## src/rtl/osc_trigger_capture.sv

```systemverilog
// osc_trigger_capture
//
// Trigger and capture controller between the 8-bit ADC sample stream and the
// circular sample RAM. A capture starts on `arm`. The block first writes a
// pre-trigger history of PRE_TRIG samples, then waits for a level crossing on
// the selected slope, or for an optional auto-trigger timeout. It then writes
// the post-trigger fill and reports the address of the oldest sample so the
// reader can unroll the circular buffer.
//
// Ports:
//   osc_clk          clock; all logic runs on its rising edge
//   reset            synchronous, active-high reset
//   sample_valid     one-cycle strobe marking a new sample
//   sample_data      8-bit unsigned sample value
//   trig_level       trigger threshold; sampled live on every cycle
//   trig_falling     0 = rising crossing, 1 = falling crossing
//   auto_en          enables the auto-trigger timeout
//   arm              pulse that starts a capture (accepted in IDLE and DONE)
//   done_ack         pulse from the reader that releases DONE
//   write_enable     registered RAM write strobe
//   write_address    registered RAM write address
//   write_data       registered RAM write data
//   capture_done     buffer complete and stable
//   trigger_address  address of the trigger sample
//   start_address    address of the oldest sample in the finished buffer
//   triggered_auto   the capture was ended by the timeout, not by a crossing
//   busy             high in PRE_FILL, ARMED and POST_FILL
//
// state      | meaning
// -----------+----------------------------------------------------------
// IDLE       | waiting for arm; samples are ignored
// PRE_FILL   | writing the PRE_TRIG-sample history; no trigger detection
// ARMED      | writing samples and looking for a crossing or a timeout
// POST_FILL  | writing the DEPTH-PRE_TRIG-1 samples that follow the trigger
// DONE       | buffer stable; hold the result until done_ack or arm

module osc_trigger_capture #(
  parameter int DEPTH        = 25000,
  parameter int ADDR_W       = 16,
  parameter int PRE_TRIG     = 2500,
  parameter int AUTO_TIMEOUT = 65535
) (
  input  logic              osc_clk,
  input  logic              reset,
  input  logic              sample_valid,
  input  logic [7:0]        sample_data,
  input  logic [7:0]        trig_level,
  input  logic              trig_falling,
  input  logic              auto_en,
  input  logic              arm,
  input  logic              done_ack,
  output logic              write_enable,
  output logic [ADDR_W-1:0] write_address,
  output logic [7:0]        write_data,
  output logic              capture_done,
  output logic [ADDR_W-1:0] trigger_address,
  output logic [ADDR_W-1:0] start_address,
  output logic              triggered_auto,
  output logic              busy
);

  localparam int CNT_W = (DEPTH > 2) ? $clog2(DEPTH) : 1;
  localparam int TO_W  = (AUTO_TIMEOUT > 1) ? $clog2(AUTO_TIMEOUT) : 1;

  localparam logic [ADDR_W-1:0] LAST_ADDR = ADDR_W'(DEPTH - 1);
  localparam logic [CNT_W-1:0]  PRE_LOAD  = CNT_W'(PRE_TRIG);
  localparam logic [CNT_W-1:0]  POST_LOAD = CNT_W'(DEPTH - PRE_TRIG - 1);
  localparam logic [TO_W-1:0]   TO_LOAD   = TO_W'(AUTO_TIMEOUT - 1);

  typedef enum logic [2:0] {
    S_IDLE,
    S_PRE_FILL,
    S_ARMED,
    S_POST_FILL,
    S_DONE
  } state_t;

  state_t state, state_next;

  logic [ADDR_W-1:0] ptr;
  logic [7:0]        prev;
  logic [CNT_W-1:0]  pre_cnt;    // history writes still to go
  logic [CNT_W-1:0]  post_cnt;   // post-trigger writes still to go
  logic [TO_W-1:0]   to_cnt;     // non-triggering ARMED samples left before the forced trigger

  logic arm_accept;
  logic do_write;
  logic crossing;
  logic armed_valid;
  logic hit_cross;
  logic hit_auto;
  logic trig_hit;
  logic pre_last;
  logic post_end;

  // Control decode shared by the FSM and the datapath.
  always_comb begin
    arm_accept  = arm && ((state == S_IDLE) || (state == S_DONE));
    do_write    = sample_valid &&
                  ((state == S_PRE_FILL) || (state == S_ARMED) ||
                   ((state == S_POST_FILL) && (post_cnt != '0)));
    // Threshold equality sits on the crossing side; a sample equal to prev can
    // never satisfy either condition.
    if (trig_falling)
      crossing = (prev > trig_level) && (sample_data <= trig_level);
    else
      crossing = (prev < trig_level) && (sample_data >= trig_level);
    armed_valid = (state == S_ARMED) && sample_valid;
    hit_cross   = armed_valid && crossing;
    hit_auto    = armed_valid && !crossing && auto_en && (to_cnt == '0);
    trig_hit    = hit_cross || hit_auto;
    pre_last    = (state == S_PRE_FILL) && sample_valid && (pre_cnt == CNT_W'(1));
    // DONE is entered one cycle after the final write strobe, so the last RAM
    // write has landed before capture_done rises.
    post_end    = (state == S_POST_FILL) && (post_cnt == '0);
  end

  // State register.
  always_ff @(posedge osc_clk) begin
    if (reset)
      state <= S_IDLE;
    else
      state <= state_next;
  end

  // Next-state logic.
  always_comb begin
    state_next = state;
    case (state)
      S_IDLE:      if (arm) state_next = S_PRE_FILL;
      S_PRE_FILL:  if (pre_last) state_next = S_ARMED;
      S_ARMED:     if (trig_hit) state_next = S_POST_FILL;
      S_POST_FILL: if (post_end) state_next = S_DONE;
      S_DONE: begin
        if (arm)
          state_next = S_PRE_FILL;
        else if (done_ack)
          state_next = S_IDLE;
      end
      default:     state_next = S_IDLE;
    endcase
  end

  // State-decoded outputs.
  always_comb begin
    busy         = 1'b0;
    capture_done = 1'b0;
    case (state)
      S_PRE_FILL, S_ARMED, S_POST_FILL: busy = 1'b1;
      S_DONE:                           capture_done = 1'b1;
      default: ;
    endcase
  end

  // Datapath: write port, pointer, counters and the captured result.
  always_ff @(posedge osc_clk) begin
    if (reset) begin
      write_enable    <= 1'b0;
      write_address   <= '0;
      write_data      <= '0;
      trigger_address <= '0;
      start_address   <= '0;
      triggered_auto  <= 1'b0;
      ptr             <= '0;
      prev            <= '0;
      pre_cnt         <= '0;
      post_cnt        <= '0;
      to_cnt          <= '0;
    end else begin
      write_enable <= do_write;

      if (do_write) begin
        write_address <= ptr;
        write_data    <= sample_data;
        ptr           <= (ptr == LAST_ADDR) ? '0 : ptr + ADDR_W'(1);
      end

      if (do_write && ((state == S_PRE_FILL) || (state == S_ARMED)))
        prev <= sample_data;

      if ((state == S_PRE_FILL) && do_write)
        pre_cnt <= pre_cnt - CNT_W'(1);

      // Saturates at zero, so with auto_en low ARMED can wait indefinitely.
      if (armed_valid && !trig_hit && (to_cnt != '0))
        to_cnt <= to_cnt - TO_W'(1);

      if (trig_hit) begin
        trigger_address <= ptr;
        post_cnt        <= POST_LOAD;
        triggered_auto  <= hit_auto;
      end

      if ((state == S_POST_FILL) && do_write)
        post_cnt <= post_cnt - CNT_W'(1);

      // The pointer after the final write is the oldest sample in the buffer.
      if (post_end)
        start_address <= ptr;

      // Never coincides with do_write: arm is only accepted in IDLE and DONE.
      if (arm_accept) begin
        ptr            <= '0;
        pre_cnt        <= PRE_LOAD;
        post_cnt       <= '0;
        to_cnt         <= TO_LOAD;
        triggered_auto <= 1'b0;
      end
    end
  end

endmodule

```

## config.mk

```make
export PLATFORM = sky130hd
export DESIGN_NAME = osc_trigger_capture
export DESIGN_NICKNAME = d
export VERILOG_FILES = /design/src/rtl/osc_trigger_capture.sv
export SDC_FILE = /design/constraint.sdc
export NUM_CORES = 1
export LEC_CHECK = 0
export CORE_UTILIZATION = 56
export CTS_BUF_LIST = sky130_fd_sc_hd__clkbuf_4 sky130_fd_sc_hd__clkbuf_8
export DETAILED_ROUTE_END_ITERATION = 8
export MAX_ROUTING_LAYER = met4
export PLACE_DENSITY = 0.89
export SLEW_MARGIN = 0
export SYNTH_ARGS = -nofsm -noshare
export SYNTH_HDL_FRONTEND = slang
export SYNTH_SLANG_ARGS = --single-unit
```

## constraint.sdc

```tcl
create_clock -name osc_clk -period 4.6 [get_ports osc_clk]
set_clock_uncertainty 0.1 [all_clocks]
set_input_delay 0.46 -clock osc_clk [delete_from_list [all_inputs] [get_ports osc_clk]]
set_output_delay 0.46 -clock osc_clk [all_outputs]
set_load 0.01 [all_outputs]
```

# [After elaboration in Yosys (flattened, before gate mapping)]
# Index checks and enable logic that the tools add are counted.
[op_classes] n_addsub=4 magnitude_cmp=4 n_eq_ne=11 muxes=17 n_reduce_logical=35
[ops] cell="16-bit two-way mux" n=3
[ops] cell="15-bit two-way mux" n=2
[ops] cell="15-bit by 1-bit subtractor with 15-bit output, second input constant" n=2
[ops] cell="12-bit two-way mux" n=2
[ops] cell="1-bit logical AND" n=18
[ops] cell="3-bit two-way mux" n=6
[ops] cell="16-bit by 1-bit adder with 16-bit output, second input constant" n=1
[ops] cell="16-bit by 15-bit == test with 1-bit output, second input constant" n=1
[ops] cell="16-bit zero test" n=1
[ops] cell="16-bit nonzero test" n=1
[ops] cell="16-bit by 1-bit subtractor with 16-bit output, second input constant" n=1
[ops] cell="15-bit by 1-bit == test with 1-bit output, second input constant" n=1
[ops] cell="15-bit zero test" n=1
[ops] cell="3-bit one-hot mux with 5 select lines" n=1
[ops] cell="15-bit nonzero test" n=1
[ops] cell="8-bit >= comparator" n=1
[ops] cell="8-bit greater-than comparator" n=1
[ops] cell="8-bit <= comparator" n=1
[ops] cell="8-bit < comparator" n=1
[ops] cell="2-bit != test, second input constant" n=4
[ops] cell="3-bit by 2-bit == test with 1-bit output, second input constant" n=2
[ops] cell="2-bit nonzero test" n=3
[ops] cell="5-bit AND reduction" n=1
[ops] cell="1-bit logical OR" n=4
[ops] cell="other kinds (8)" n=11
[word_totals] ff_bits=131 in_bits=23 out_inout_bits=60 elab_cells=85

# [Longest topological paths before layout]
# Gate-level depths: netlist of the first run.
[logic_depth] ltp_word=13 depth_mapped=11

# [Worst setup path before layout of the first run]
# OpenSTA, ideal clock, no wires.
[synth_timing] path_kind="in2reg" start="input trig_level[1]" end="register trigger_address[5]" setup_time_ps=72 arrival_ps=2472 setup_slack_ps=1956 stages=11 path_cell_list="inv_1 -> ha_1 -> nor2b_2 -> o211ai_1 -> a311o_1 -> a2111oi_4 -> a21o_4 -> o21a_1 -> buf_6 -> buf_12 -> mux2i_1"
[synth_via] elab_chain_len=8
[synth_lines] element="from (decl)" line="47" text="input logic [7:0] trig_level,"
[synth_lines] element="8-bit < comparator, or another cell as far along" line="107" text="crossing = (prev < trig_level) && (sample_data >= trig_level);"
[synth_lines] element="1-bit logical AND (on tied branches)" line="107, 105"
[synth_lines] element="1-bit two-way mux *" line="104" text="if (trig_falling)"
[synth_lines] element="1-bit zero test" line="110" text="hit_auto = armed_valid && !crossing && auto_en && (to_cnt == '0);"
[synth_lines] element="1-bit logical AND (3 in a row)" line="110"
[synth_lines] element="1-bit logical OR *" line="111" text="trig_hit = hit_cross || hit_auto;"
[synth_lines] element="to (signal assigned)" line="189" text="trigger_address <= ptr;"
[synth_lines] element="to (decl)" line="56" text="output logic [ADDR_W-1:0] trigger_address,"
# Mark *: on every way between the ends. The rest lies on a longest branch, timed or not.
# A chain may end at the register's enable or synchronous reset.

# [Final worst setup path of the first run]
[layout_timing] start="input trig_level[1]" end="register post_cnt[2]"
[layout_via] elab_chain_len=9
[layout_lines] element="8-bit < comparator, or another cell as far along" line="107"
[layout_lines] element="1-bit logical AND (on tied branches)" line="107, 105"
[layout_lines] element="1-bit two-way mux *" line="104"
[layout_lines] element="1-bit zero test" line="110"
[layout_lines] element="1-bit logical AND (3 in a row)" line="110"
[layout_lines] element="1-bit logical OR *" line="111"
[layout_lines] element="2-bit nonzero test (no source line) *"
[layout_lines] element="to (signal assigned)" line="195" text="post_cnt <= post_cnt - CNT_W'(1);"
[layout_lines] element="to (decl)" line="83" text="logic [CNT_W-1:0] post_cnt;"
# Marks and branches as above.

==> results of run 1 <==
area by class of cell:
cell class                      instances  area share (%)
Inverter                               25            1.26
Multi-Input combinational cell        536            44.4
Clock buffer                           17            3.15
Tap cell                              140            2.36
Timing Repair Buffer                   88            11.6
Clock inverter                         15            1.95
Sequential cell                       131            35.3
worst min path at each step:
stage                                               end  cells after the start
after floorplan               post_cnt[14]$_SDFFE_PP0P_                      2
after global placement       write_data[2]$_SDFFE_PP0P_                      2
after detailed placement  start_address[2]$_SDFFE_PP0P_                      2
after CTS                 start_address[2]$_SDFFE_PP0P_                      2
after global routing      start_address[2]$_SDFFE_PP0P_                      2
final                     start_address[2]$_SDFFE_PP0P_                      2
synth_stat cells, drive strengths merged (2+ instances only):
cell type	instances
inv	25
nand4bb	2
or4	6
xor2	12
and4	2
o41ai	2
nand3b	2
nor4	10
nor4b	2
o31a	3
a2111oi	4
and3	7
or3	15
nand4	12
o21a	7
a31o	5
o311a	4
dfxtp	131
nor2	53
or2	4
nor3	32
o211ai	3
nor2b	4
mux2i	24
o31ai	4
nor3b	4
a21oi	68
ha	21
a211oi	5
a31oi	12
clkbuf	26
o21ai	15
nand3	18
nand2b	8
nand2	137
buf	17
xnor2	11
and2	3
sequential cells by signal, indices dropped and copies added, names as in the netlist, 15 cells and up:
name,flops
ptr,16
start_address,16
to_cnt,16
trigger_address,16
write_address,16
post_cnt,15
pre_cnt,15
power by group through the flow:
stage / clock network [mW] / registers [mW] / logic [mW]
after floorplan: 0 / 1.24 / 0.291
after global placement: 0 / 1.25 / 0.364
after detailed placement: 0 / 1.25 / 0.384
after CTS: 0.953 / 1.23 / 0.388
after global routing: 1.01 / 1.23 / 0.435
final: 0.943 / 1.23 / 0.392
logic make-up (layout without fill, tap and decap cells):
kind of cell	count (synthesis)	after routing	synth area share, %
and+or+nand+nor	326	326	26.5
AOI/OAI and AO/OA	141	141	14.9
muxes	25	25	4.04
DFF	131	131	42.1
xor gates and xnor gates	23	23	3.24
buffers and inverters	68	145	4.90
adders and majority gates	21	21	4.22
through the flow:
| stage | power, mW | utilization [%] |
|---|---|---|
| global route | 2.68 | 68.6 |
| floorplan | 1.53 | - |
| detailed placement | 1.64 | 65.1 |
| CTS | 2.57 | 68.6 |
| finish | 2.57 | 68.6 |
| global placement | 1.61 | 65.1 |
worst max-delay path, stage by stage:
cell                              delay [ns]
sky130_fd_sc_hd__clkdlybuf4s50_1        0.46
sky130_fd_sc_hd__inv_1                  0.06
sky130_fd_sc_hd__ha_1                   0.30
sky130_fd_sc_hd__nor2b_2                0.15
sky130_fd_sc_hd__o211ai_1               0.12
sky130_fd_sc_hd__a311o_1                0.37
sky130_fd_sc_hd__a2111oi_4              0.49
sky130_fd_sc_hd__a2111oi_2              0.12
sky130_fd_sc_hd__nor2_1                 0.67
sky130_fd_sc_hd__a311oi_1               0.18
metal layers:
metal | wire length (µm) | share of wire [%] | vias up
met3 | 1040 | 6.9 | 28
met1 | 6460 | 43 | 2669
met5 | 0 | 0 | -
li1 | - | - | 2715
met4 | 263 | 1.8 | 0
met2 | 7210 | 48 | 245
cell usage in the layout (no fill, tap or decap), drive strengths merged, types with 3 or more instances in the layout:
cell	Yosys	final
nand4	12	12
clkbuf	26	17
nand2	137	137
and3	7	7
mux2i	24	24
nor3b	4	4
o31ai	4	4
a2111oi	4	4
xnor2	11	11
nor4	10	10
xor2	12	12
clkdlybuf4s50	0	81
clkinvlp	0	5
o211ai	3	3
nor2	53	53
or4	6	6
buf	17	7
or2	4	4
o311a	4	4
a211oi	5	5
and2	3	3
a31o	5	5
nor2b	4	4
a21oi	68	68
dfxtp	131	131
a31oi	12	12
nor3	32	32
o21ai	15	15
or3	15	15
ha	21	21
o31a	3	3
inv	25	33
nand3	18	18
o21a	7	7
nand2b	8	8
==> results, run 1 <==
- The run finished with clean final reports.
- The wire length of the first global-routing pass is 24.6 mm.
- The synthesized design contains 131 register bits.
- The count of mapped cells out of synthesis is 735.
- The post-synthesis cell type with the largest combined area is sky130_fd_sc_hd__dfxtp_1.
- The overall global routing resource usage is 27.8%.
- The final-report hold violation count is 0.
- The flip-flop cell with the highest count after synthesis is sky130_fd_sc_hd__dfxtp_1.
- The area occupied by multi-input gates is 0.00330 mm².
- The area growth from synthesis to final layout is 19.4%.
- For this run the aggregate overflow at the end of global routing stands at 0.
- In this run the post-CTS setup repair buffer count came out at 0.
- The post-placement cell count is 920.
- The number of iterations in the first detailed-routing pass is 5.
- In this run the most used layer during global routing was met2.
- The proportion of power drawn by the clock network is 36.8%.
- The filler cells instantiated in the layout total 823.
- The largest fanout on the critical path is 12.
- The worst-case IR drop observed on VDD is 180 µV.
- The worst setup path is launched from an input port.
- The detailed router's first-iteration violation count is 479.
- The synthesized design devotes to its leading area cell type 42.1% of total area.
- The share of total power dissipated in sequential elements is 47.9%.
- For the pin with the worst max-slew slack, the measured transition is 0.834 ns.
- The async set-reset flop share out of synthesis is 0%.
- The number of cells on the worst reg-to-reg path is 9.
- The antenna diode count is 0.
- The core region area is 0.0108 mm².
- The max-slew violation total from the final report is 0.
- The H-tree generated during clock tree synthesis spans 4 levels.
- The class of the most critical hold timing path is flip-flop to flip-flop.
- The starting utilization of the core area is 57.4%.
- Setup violations remaining at the end of the flow were counted as 0.
- The proportion of layout cells with a drive suffix above 1 is 8.37%.
- The minimum period implied by the final worst setup slack is 3.17 ns.
- The wire length per cell after detailed routing is 15.7 µm.
- Power spread over the standard cell area amounts to 345 mW/mm².
- Routability-driven placement finished with a final weighted congestion of 0.824.
- The capturing element of the worst setup path is post_cnt[2]$_SDFFE_PP0P_.
- At the worst endpoint, the required time is 4.81 ns.
- The data arrival time of the critical path is 3.38 ns.
- Across the whole layout, storage elements account for 0.00262 mm².
- Sequential elements use 42.1% of the synthesized area.
- The detailed placer's ending HPWL is 10.3 mm.
- The leakage power is 2.56 nW.
- The die footprint is 0.0115 mm².
- Once placement finished, the instance area stood at 0.00706 mm².
- The number of synthesized flops with an enable pin is 0.
- The post-CTS resize count is 0.
- Once routing completed, OpenROAD measured the worst setup slack at 1.43 ns.
- The number of nets at the end of the flow is 843.
- The die is 107 µm wide.
- The number of global-route vias before repair came to 5255.
- The fraction of met1 tracks used by global routing is 33.8%.
- For this run, global-route usage on met2 was measured as 44.6%.
- The worst setup path is captured at a flip-flop.
- The net switching component of the power is 0.789 mW.
- The number of antenna violations at the first check in global routing is 0.
- During synthesis, Yosys emitted a total of 0 warnings.
- The reg-to-reg endpoint is to_cnt[9]$_SDFFE_PP0P_.
- The mean instance size in the synthesized netlist is 8.47 µm².
- The kind of critical path is input port to flip-flop.
- The I/O pin count is 83.
- In this run the critical register-to-register path is launched from to_cnt[0]$_SDFFE_PP0P_.
- The launch point of the critical path is trig_level[1].
- The pre-CTS setup slack is 0.985 ns.
- The count of hold buffers inserted by post-cts repair is 0.
- The startpoint identified for the worst hold timing path is start_address[2]$_SDFFE_PP0P_.
- The post-synth net total is 779.
- Leaving out filler cells and counting taps, the final layout contains 952.
- The buffer levels on the longest clock path is 2.
- The number of nets still failing antenna checks after routing is 0.
- After detailed routing, the total wire length is 15.0 mm.
- The clock edge transition at the registers on the reported setup and hold paths is 0.08 ns.
- Summed over all failing endpoints, the final setup total negative slack is 0 ns.
- The cell area that synthesis handed to floorplanning was 0.00623 mm².
- The cell area after layout is 0.00744 mm².
- The floorplan step set the die height to 107 µm.
- CTS placed an instance of sky130_fd_sc_hd__clkbuf_8 at the clock tree root.
- The global routing usage on met3 is 6.11%.
- The clock tree from TritonCTS is yes.
- The initialized floorplan defines 38 standard-cell rows.
- The logic gate share of total power is 15.3%.
- Entering global routing, the biggest net connects 70 pins.
- The relative slew slack is 43.0%.
- The source-to-sink clock delay at the later pin of the worst-skew pair is 0.46 ns.
- Yosys attributes the largest share of cell area to sky130_fd_sc_hd__dfxtp_1 (42%), sky130_fd_sc_hd__nand2_1 (8.3%), sky130_fd_sc_hd__a21oi_1 (5.4%), sky130_fd_sc_hd__ha_1 (4.2%), sky130_fd_sc_hd__mux2i_1 (3.9%).
- CTS saw 131 sinks.
- The CTS buffer count is 17.
- The count of buffers added on input and output ports is 82.
- The register-to-register path setup slack is 1.51 ns.
- Setup repair after global routing left no endpoint under its margin.
- In this run switching power makes up 30.7% of total power.
- Derived from the worst setup path, the maximum achievable clock frequency is 315 MHz.
- The number of remaining DRC errors is 0.
- Dividing the detail-routed via count by the number of cells gives 5.94.
- Yosys mapped the design onto 74 distinct sky130hd cell types.
- The number of violations of the max-capacitance limit is 0.
- The detailed-route via count is 5657.
- The internal portion of the total power is 1.78 mW.
- The worst path uses 68.9% of the clock period.
- The worst hold slack across all endpoints is 0.357 ns.
No activity file was read; power rests on OpenSTA's default activity.
==> inputs of run 2 (changes only) <==
==> constraint.sdc (replaced) <==
create_clock -name osc_clk -period 3.1 [get_ports osc_clk]
set_clock_uncertainty 0.1 [all_clocks]
set_input_delay 0.31 -clock osc_clk [delete_from_list [all_inputs] [get_ports osc_clk]]
set_output_delay 0.31 -clock osc_clk [all_outputs]
set_load 0.01 [all_outputs]
==> run 2 against run 1 <==
Compared with the run above:
- setup slack got worse by 1.1 ns
- core utilization is 1.2 points higher
- clock power up 46%
- highest routed layer unchanged
- count of clock-buffer cells in the layout grew 2
==> results, run 2 (same netlist as run 1, synthesis figures left out) <==
- The peak supply drop is 303 µV (+68%).
- The buffer levels on the longest clock path was 2 (unchanged).
- The buffer count from post-CTS setup fixing is 0 (unchanged).
- The class of the most critical hold timing path is input port to flip-flop.
- The CTS sink count came to 131 (unchanged).
- The post-CTS resize count is 0 (unchanged).
- The detailed router's first-iteration violation count is 448 (-6.5%).
- In the finished design, the share of the clock period the worst path needs comes to 88.7%.
- The number of global-route vias before repair is 5416 (+3.1%).
- The register-to-register path setup slack came to 0.35 ns (-1.16 ns).
- The die footprint is 0.0115 mm² (unchanged).
- The die extent in y is 107 µm (unchanged).
- The number of nets still failing antenna checks after routing was 0 (unchanged).
- The signal on the critical path passes through inv_1, ha_1, or3b_4, and4b_1, a31o_4, or3_4, or3_1, a21oi_1.
- The library cells used most frequently in the layout, excluding fill and tap cells, are sky130_fd_sc_hd__nand2_1 (137), sky130_fd_sc_hd__dfxtp_1 (131), sky130_fd_sc_hd__clkdlybuf4s50_1 (81).
- The clock edge transition at the registers on the reported setup and hold paths came to 0.08 ns (about the same).
- The layout filler cell count is 819 (-0.49%).
- The wire length per cell after detailed routing is 15.8 µm (+0.74%).
- The worst path buffer plus inverter count is 1 (-1).
- The core region area is 0.0108 mm² (unchanged).
- The longest individual stage delay on the worst path is 0.45 ns (-0.22 ns).
- The power per standard cell area is 503 mW/mm² (+46%).
- The detailed placer's ending HPWL was 10.7 mm (+3.2%).
- The detailed-route via count is 5711 (+0.95%).
- The pin count of the biggest net entering global routing was 39 (-44%).
- The met2 routing resource usage after global routing is 45.6% (+1.1 points).
- Setup repair after global routing left no endpoint under its margin.
- The routability congestion estimate from global placement was 0.859 (+4.2%).
- The deepest level of the CTS H-tree is 4 (unchanged).
- The number of core rows is 38 (unchanged).
- The area growth from synthesis to final layout is 21.5%.
- The I/O pin count is 83 (unchanged).
- The final-report hold violation count was 0 (unchanged).
- The clock tree from TritonCTS is yes.
- The required time of the critical path was 3.39 ns (-1.42 ns).
- The pre-CTS setup slack is -0.0609 ns (-1.05 ns).
- The setup path with the least slack is of type flip-flop to flip-flop.
- The overall power after layout came to 3.80 mW (+48%).
- The worst setup path is launched from a flip-flop.
- The startpoint of the lowest-slack hold path is reset.
- The wire length of the first global-routing pass is 25.1 mm (+2.1%).
- The library cell used most frequently in the layout, excluding fill and tap cells, is sky130_fd_sc_hd__nand2_1.
- The total overflow reported by the global router is 0 (unchanged).
- The data arrival time of the critical path is 3.04 ns (-0.34 ns).
- The worst hold path cell count came to 2 (unchanged).
- The total wire length after detailed routing is 15.3 mm (+2.4%).
- The die width came to 107 µm (unchanged).
- The proportion of layout cells with a drive suffix above 1 came to 10.1% (+1.8 points).
- The relative slew slack is 48.4% (+5.5 points).
- The number of violations of the max-capacitance limit is 0 (unchanged).
- The kind of cell with the highest combined delay along the critical path is simple AND/OR/NAND/NOR gates.
- The least setup slack across all paths after layout is 0.349 ns (-1.08 ns).
- The critical path capture point type is a flip-flop.
- The overall global routing resource usage was 28.2% (+0.36 points).
- The transition at the pin with the smallest max-transition slack is 0.754 ns (-0.0799 ns).
- The number of remaining DRC errors is 0 (unchanged).
- Derived from the worst setup path, the maximum achievable clock frequency is 363 MHz.
- The largest fanout on the critical path was 33 (+21).
- The global routing usage on met3 is 5.51% (-0.61 points).
- The source-to-sink clock delay at the later pin of the worst-skew pair is 0.45 ns (about the same).
- The worst hold slack across all endpoints is 0.298 ns (-0.0588 ns).
- The flow ran to the end, and the final reports show no timing, DRC or antenna violations.
- The length in cells of the worst reg-to-reg path is 8 (-1).
- The per-cell via count in the routed design is 5.90 (-0.71%).
- The worst hold path endpoint is prev[7]$_SDFFE_PP0P_.
- The number of antenna violations at the first check in global routing is 0 (unchanged).
- The reg-to-reg endpoint is ptr[13]$_SDFFE_PP0P_.
- The leakage power is 2.66 nW (+3.9%).
- The count of hold buffers inserted by post-cts repair is 0 (unchanged).
- The count of port buffers added during placement is 82 (unchanged).
- The layer flagged by global routing as most heavily used is met2.
- The startpoint of the worst register-to-register path is post_cnt[0]$_SDFFE_PP0P_.
- The slowest library cell on the worst path is sky130_fd_sc_hd__or3_4.
- The number of nets at the end of the flow came to 859 (+1.9%).
- The minimum period implied by the final worst setup slack is 2.75 ns.
- The count of final setup violators is 0 (unchanged).
- The antenna diode count is 0 (unchanged).
- The number of iterations in the first detailed-routing pass is 7 (+2).
- Clock tree synthesis selected as its root buffer the cell sky130_fd_sc_hd__clkbuf_8.
- The starting utilization of the core area is 57.4% (unchanged).
- The CTS buffer count is 17 (unchanged).
- The max-slew violation total from the final report is 0 (unchanged).
- The fraction of met1 tracks used by global routing is 34.0% (+0.11 points).
## run 2: worst reg2reg max path: stages (launching register included)
cell                      delay, ns
sky130_fd_sc_hd__dfxtp_1       0.40
sky130_fd_sc_hd__inv_1         0.07
sky130_fd_sc_hd__ha_1          0.23
sky130_fd_sc_hd__or3b_4        0.27
sky130_fd_sc_hd__and4b_1       0.30
sky130_fd_sc_hd__a31o_4        0.41
sky130_fd_sc_hd__or3_4         0.46
sky130_fd_sc_hd__or3_1         0.32
sky130_fd_sc_hd__a21oi_1       0.15
## run 2: layout make-up
cell class | count | area, µm² | area share (%)
Tap cell | 140 | 175 | 2.31
Inverter | 25 | 93.8 | 1.24
Clock inverter | 13 | 129 | 1.70
Sequential cell | 131 | 2620 | 34.7
Clock buffer | 19 | 249 | 3.29
Timing Repair Buffer | 104 | 993 | 13.1
Multi-Input combinational cell | 536 | 3300 | 43.7
## run 2: stage by stage
step	cells	instance area [µm²]	utilization, %	setup TNS, ns
floorplan	735	6230	-	0
global placement	936	7190	66.3	0
detailed placement	936	7190	66.3	-0.581
CTS	968	7570	69.8	0
global route	968	7570	69.8	0
finish	968	7570	69.8	0
## run 2: worst max path at each step
stage | from | to | slack, ns | cells after the start
2_1_floorplan | trig_level[1] | trigger_address[5]$_SDFFE_PP0P_ | 0.61 | 11
3_3_place_gp | trig_level[1] | trigger_address[10]$_SDFFE_PP0P_ | 0.03 | 11
3_5_place_dp | trig_level[1] | trigger_address[15]$_SDFFE_PP0P_ | -0.06 | 11
4_1_cts | post_cnt[0]$_SDFFE_PP0P_ | ptr[13]$_SDFFE_PP0P_ | 0.37 | 8
5_1_grt | post_cnt[0]$_SDFFE_PP0P_ | ptr[8]$_SDFFE_PP0P_ | 0.15 | 9
6_report | post_cnt[0]$_SDFFE_PP0P_ | ptr[13]$_SDFFE_PP0P_ | 0.35 | 8
## run 2: routing by layer
layer  up-vias  share of wire (%)
li1       2746                  -
met1      2688                 43
met2       243                 49
met3        34                6.5
met4         0                2.1
met5         -                  0
## run 2: report_power, final
group / leakage [nW] / switching (mW) / internal [mW]
registers: 1.06 / 0.0730 / 1.75
logic: 1.40 / 0.351 / 0.249
clock network: 0.194 / 0.714 / 0.666
total: 2.66 / 1.14 / 2.67
==> inputs of run 3 (changes only) <==
==> config.mk (replaced) <==
export PLATFORM = sky130hd
export DESIGN_NAME = osc_trigger_capture
export DESIGN_NICKNAME = d
export VERILOG_FILES = /design/src/rtl/osc_trigger_capture.sv
export SDC_FILE = /design/constraint.sdc
export NUM_CORES = 1
export LEC_CHECK = 0
export CORE_UTILIZATION = 55
export CTS_BUF_LIST = sky130_fd_sc_hd__clkbuf_4 sky130_fd_sc_hd__clkbuf_8 sky130_fd_sc_hd__clkbuf_16
export CTS_CLUSTER_SIZE = 28
export DETAILED_ROUTE_END_ITERATION = 8
export MAX_ROUTING_LAYER = met4
export PLACE_DENSITY = 0.88
export SLEW_MARGIN = 0
export SYNTH_ARGS = -nofsm -noshare
export SYNTH_HDL_FRONTEND = slang
export SYNTH_SLANG_ARGS = --single-unit
export TNS_END_PERCENT = 50
==> run 3 against run 2 <==
Compared with the run above:
- first-iteration DRC count is 3.1% higher
- core utilization is 0.95 points higher
- sequential share of layout area is 0.76 points lower
- total power is 14% higher
- sequential cell count stayed put
- register-to-register slack worse by 0.05 ns
- design area is 2.2% higher
- hold slack better by 0.026 ns
- fmax is 1.8% lower
- wire length is 3.9% higher
==> results, run 3 (same netlist as run 1, synthesis figures left out) <==
- The count of final setup violators is 0 (unchanged).
- The core region area is 0.0109 mm² (+0.88%).
- The power per standard cell area is 559 mW/mm² (+11%).
- In the layout the commonest cells are sky130_fd_sc_hd__nand2_1 (137), sky130_fd_sc_hd__dfxtp_1 (131), sky130_fd_sc_hd__clkdlybuf4s50_1 (81).
- The I/O pin count is 83 (unchanged).
- The post-CTS resize count is 0 (unchanged).
- The deepest level of the CTS H-tree is 4 (unchanged).
- The critical path capture point type is a flip-flop.
- The die footprint is 0.0117 mm² (+1.8%).
- The wire length per cell after detailed routing is 16.5 µm (+4.1%).
- The starting utilization of the core area is 56.9% (-0.50 points).
- The startpoint kind of the worst setup timing path is a flip-flop.
- The net switching component of the power is 1.20 mW (+5.8%).
- Among all stages on the critical path, the largest delay is contributed by sky130_fd_sc_hd__and4b_1.
- The relative slew slack is 51.1% (+2.7 points).
- The die width is 108 µm (+0.89%).
- The cell family contributing the most delay on the critical path is simple AND/OR/NAND/NOR gates.
- The minimum period implied by the final worst setup slack is 2.80 ns (+0.0504 ns).
- The wire length of the first global-routing pass was 25.8 mm (+2.7%).
- The detailed-route via count is 5777 (+1.2%).
- The worst path buffer plus inverter count came to 3 (+2).
- The per-cell via count in the routed design is 5.98 (+1.4%).
- The transition at the pin with the smallest max-transition slack was 0.733 ns (-0.0206 ns).
- The internal power component came to 3.12 mW (+17%).
- Setup repair after global routing left no endpoint under its margin.
- Traced cell by cell, the critical path runs through inv_1, ha_1, or3b_4, and4b_1, nor3_2, buf_4, a2111oi_2, nor2_1, buf_4, a311oi_1.
- TritonCTS built the clock tree.
- The longest individual stage delay on the worst path is 0.46 ns (about the same).
- The data arrival time of the critical path is 3.02 ns (-0.02 ns).
- The pin count of the biggest net entering global routing is 39 (unchanged).
- The routability congestion estimate from global placement is 0.864 (+0.68%).
- The buffer count from post-CTS setup fixing is 0 (unchanged).
- The die extent in y came to 108 µm (+0.89%).
- The detailed router's first-iteration violation count is 462 (+3.1%).
- The number of standard cells in the final layout excluding fillers is 966 (-0.21%).
- The kind of critical path is flip-flop to flip-flop.
- The antenna diode count was 0 (unchanged).
- The least setup slack across all paths after layout was 0.299 ns (-0.0504 ns).
- Clock tree synthesis selected as its root buffer the cell sky130_fd_sc_hd__clkbuf_16.
- The min-delay analysis places its worst path in the category input port to flip-flop.
- The final total negative setup slack was 0 ns (unchanged).
- The leakage power is 2.72 nW (+2.4%).
- The logic gate share of total power came to 13.8% (-2.0 points).
- The clock edge transition at the registers on the reported setup and hold paths was 0.06 ns (-0.02 ns).
- The number of nets at the end of the flow is 857 (-0.23%).
- The maximum operating frequency is 357 MHz (-1.8%).
- The proportion of layout cells with a drive suffix above 1 is 9.93% (-0.22 points).
- The number of iterations in the first detailed-routing pass is 6 (-1).
- The proportion of power drawn by the clock network is 43.9% (+7.6 points).
- The required time of the critical path was 3.32 ns (-0.07 ns).
- The overall power after layout is 4.32 mW (+14%).
- The number of remaining DRC errors is 0 (unchanged).
- The count of port buffers added during placement came to 82 (unchanged).
- The cell area after layout is 0.00774 mm² (+2.2%).
- The largest fanout on the critical path was 18 (-45%).
- The number of core rows was 38 (unchanged).
- The detailed placer's ending HPWL is 10.7 mm (+0.50%).
- The switching share of total power is 27.9% (-2.1 points).
- The end-of-flow core utilization is 70.8% (+0.95 points).
- The total overflow reported by the global router is 0 (unchanged).
- The part of the cycle the worst path needs is 90.4% (+1.6 points).
- The sequential share of power is 42.3% (-5.7 points).
- The CTS sink count is 131 (unchanged).
- The number of antenna violations at the first check in global routing is 0 (unchanged).
- The post-placement cell count is 934 (-0.21%).
- Leaving out fill and tap cells, the most frequent cell in the layout is sky130_fd_sc_hd__nand2_1.
- The worst hold slack across all endpoints is 0.324 ns (+0.0262 ns).
- The count of hold buffers inserted by post-cts repair is 0 (unchanged).
- The most used cell along the critical path is sky130_fd_sc_hd__buf_4.
- The total cell area at the placement stage is 0.00717 mm² (-0.21%).
- The flow ran to the end, and the final reports show no timing, DRC or antenna violations.
- The number of global-route vias before repair is 5650 (+4.3%).
- The pre-CTS setup slack is -0.0427 ns (+0.0182 ns).
- The number of nets still failing antenna checks after routing is 0 (unchanged).
- The max-slew violation total from the final report is 0 (unchanged).
- The source-to-sink clock delay at the later pin of the worst-skew pair is 0.42 ns (-0.03 ns).
- The total wire length after detailed routing is 15.9 mm (+3.9%).
- The overall global routing resource usage was 29.0% (+0.80 points).
- The final-report hold violation count is 0 (unchanged).
- The area growth from synthesis to final layout is 24.3%.
- The CTS buffer count is 17 (unchanged).
- The number of violations of the max-capacitance limit is 0 (unchanged).
- The buffer levels on the longest clock path came to 2 (unchanged).
- The peak supply drop is 372 µV (+23%).
- The layout filler cell count was 808 (-1.3%).
==> run 3: changes by cell type in the layout (fill, tap and decap cells not counted), sizes merged <==
| cell | delta |
|---|---|
| inv | -1 |
| buf | -2 |
| clkbuf | -1 |
| clkinv | -1 |
| clkinvlp | +3 |
==> run 3: worst reg2reg max path, stage by stage (launching register included) <==
cell,delay (ns)
sky130_fd_sc_hd__dfxtp_1,0.35
sky130_fd_sc_hd__inv_1,0.07
sky130_fd_sc_hd__ha_1,0.18
sky130_fd_sc_hd__or3b_4,0.42
sky130_fd_sc_hd__and4b_1,0.46
sky130_fd_sc_hd__nor3_2,0.06
sky130_fd_sc_hd__buf_4,0.20
sky130_fd_sc_hd__a2111oi_2,0.27
sky130_fd_sc_hd__nor2_1,0.09
sky130_fd_sc_hd__buf_4,0.19
sky130_fd_sc_hd__a311oi_1,0.30
==> run 3: worst paths after layout <==
| kind | from | to | slack, ns | depth (start not counted) |
|---|---|---|---|---|
| worst min register to register | start_address[9]$_SDFFE_PP0P_ | start_address[9]$_SDFFE_PP0P_ | 0.35 | 2 |
| worst max-delay path | post_cnt[0]$_SDFFE_PP0P_ | post_cnt[2]$_SDFFE_PP0P_ | 0.30 | 10 |
| worst max register to register | post_cnt[0]$_SDFFE_PP0P_ | post_cnt[2]$_SDFFE_PP0P_ | 0.30 | 10 |
| worst min-delay path | reset | write_address[1]$_SDFFE_PP0P_ | 0.32 | 2 |
==> run 3: final cells by class <==
class	instances	area (µm²)	share of cell area, %
tap	140	175	2.26
inverter	25	93.8	1.21
clock buffer	18	433	5.60
clock inverter	14	130	1.68
timing repair buffer	102	978	12.6
multi-input combinational	536	3300	42.7
sequential	131	2620	33.9
==> run 3: per-layer routing <==
layer  vias to the layer above  wire length (µm)  global-route usage (%)
met5                         -                 0                       -
met4                         0               348                    14.7
met3                        31              1060                    7.41
met2                       227              7820                    48.1
met1                      2768              6700                    32.3
li1                       2751                 -                       -
==> run 3: power by group through the flow <==
stage / sequential (mW) / clock [mW] / combinational [mW]
floorplan: 1.84 / 0 / 0.431
global placement: 1.85 / 0 / 0.557
detailed placement: 1.86 / 0 / 0.586
CTS: 1.82 / 1.91 / 0.594
global route: 1.83 / 1.99 / 0.660
finish: 1.83 / 1.90 / 0.598
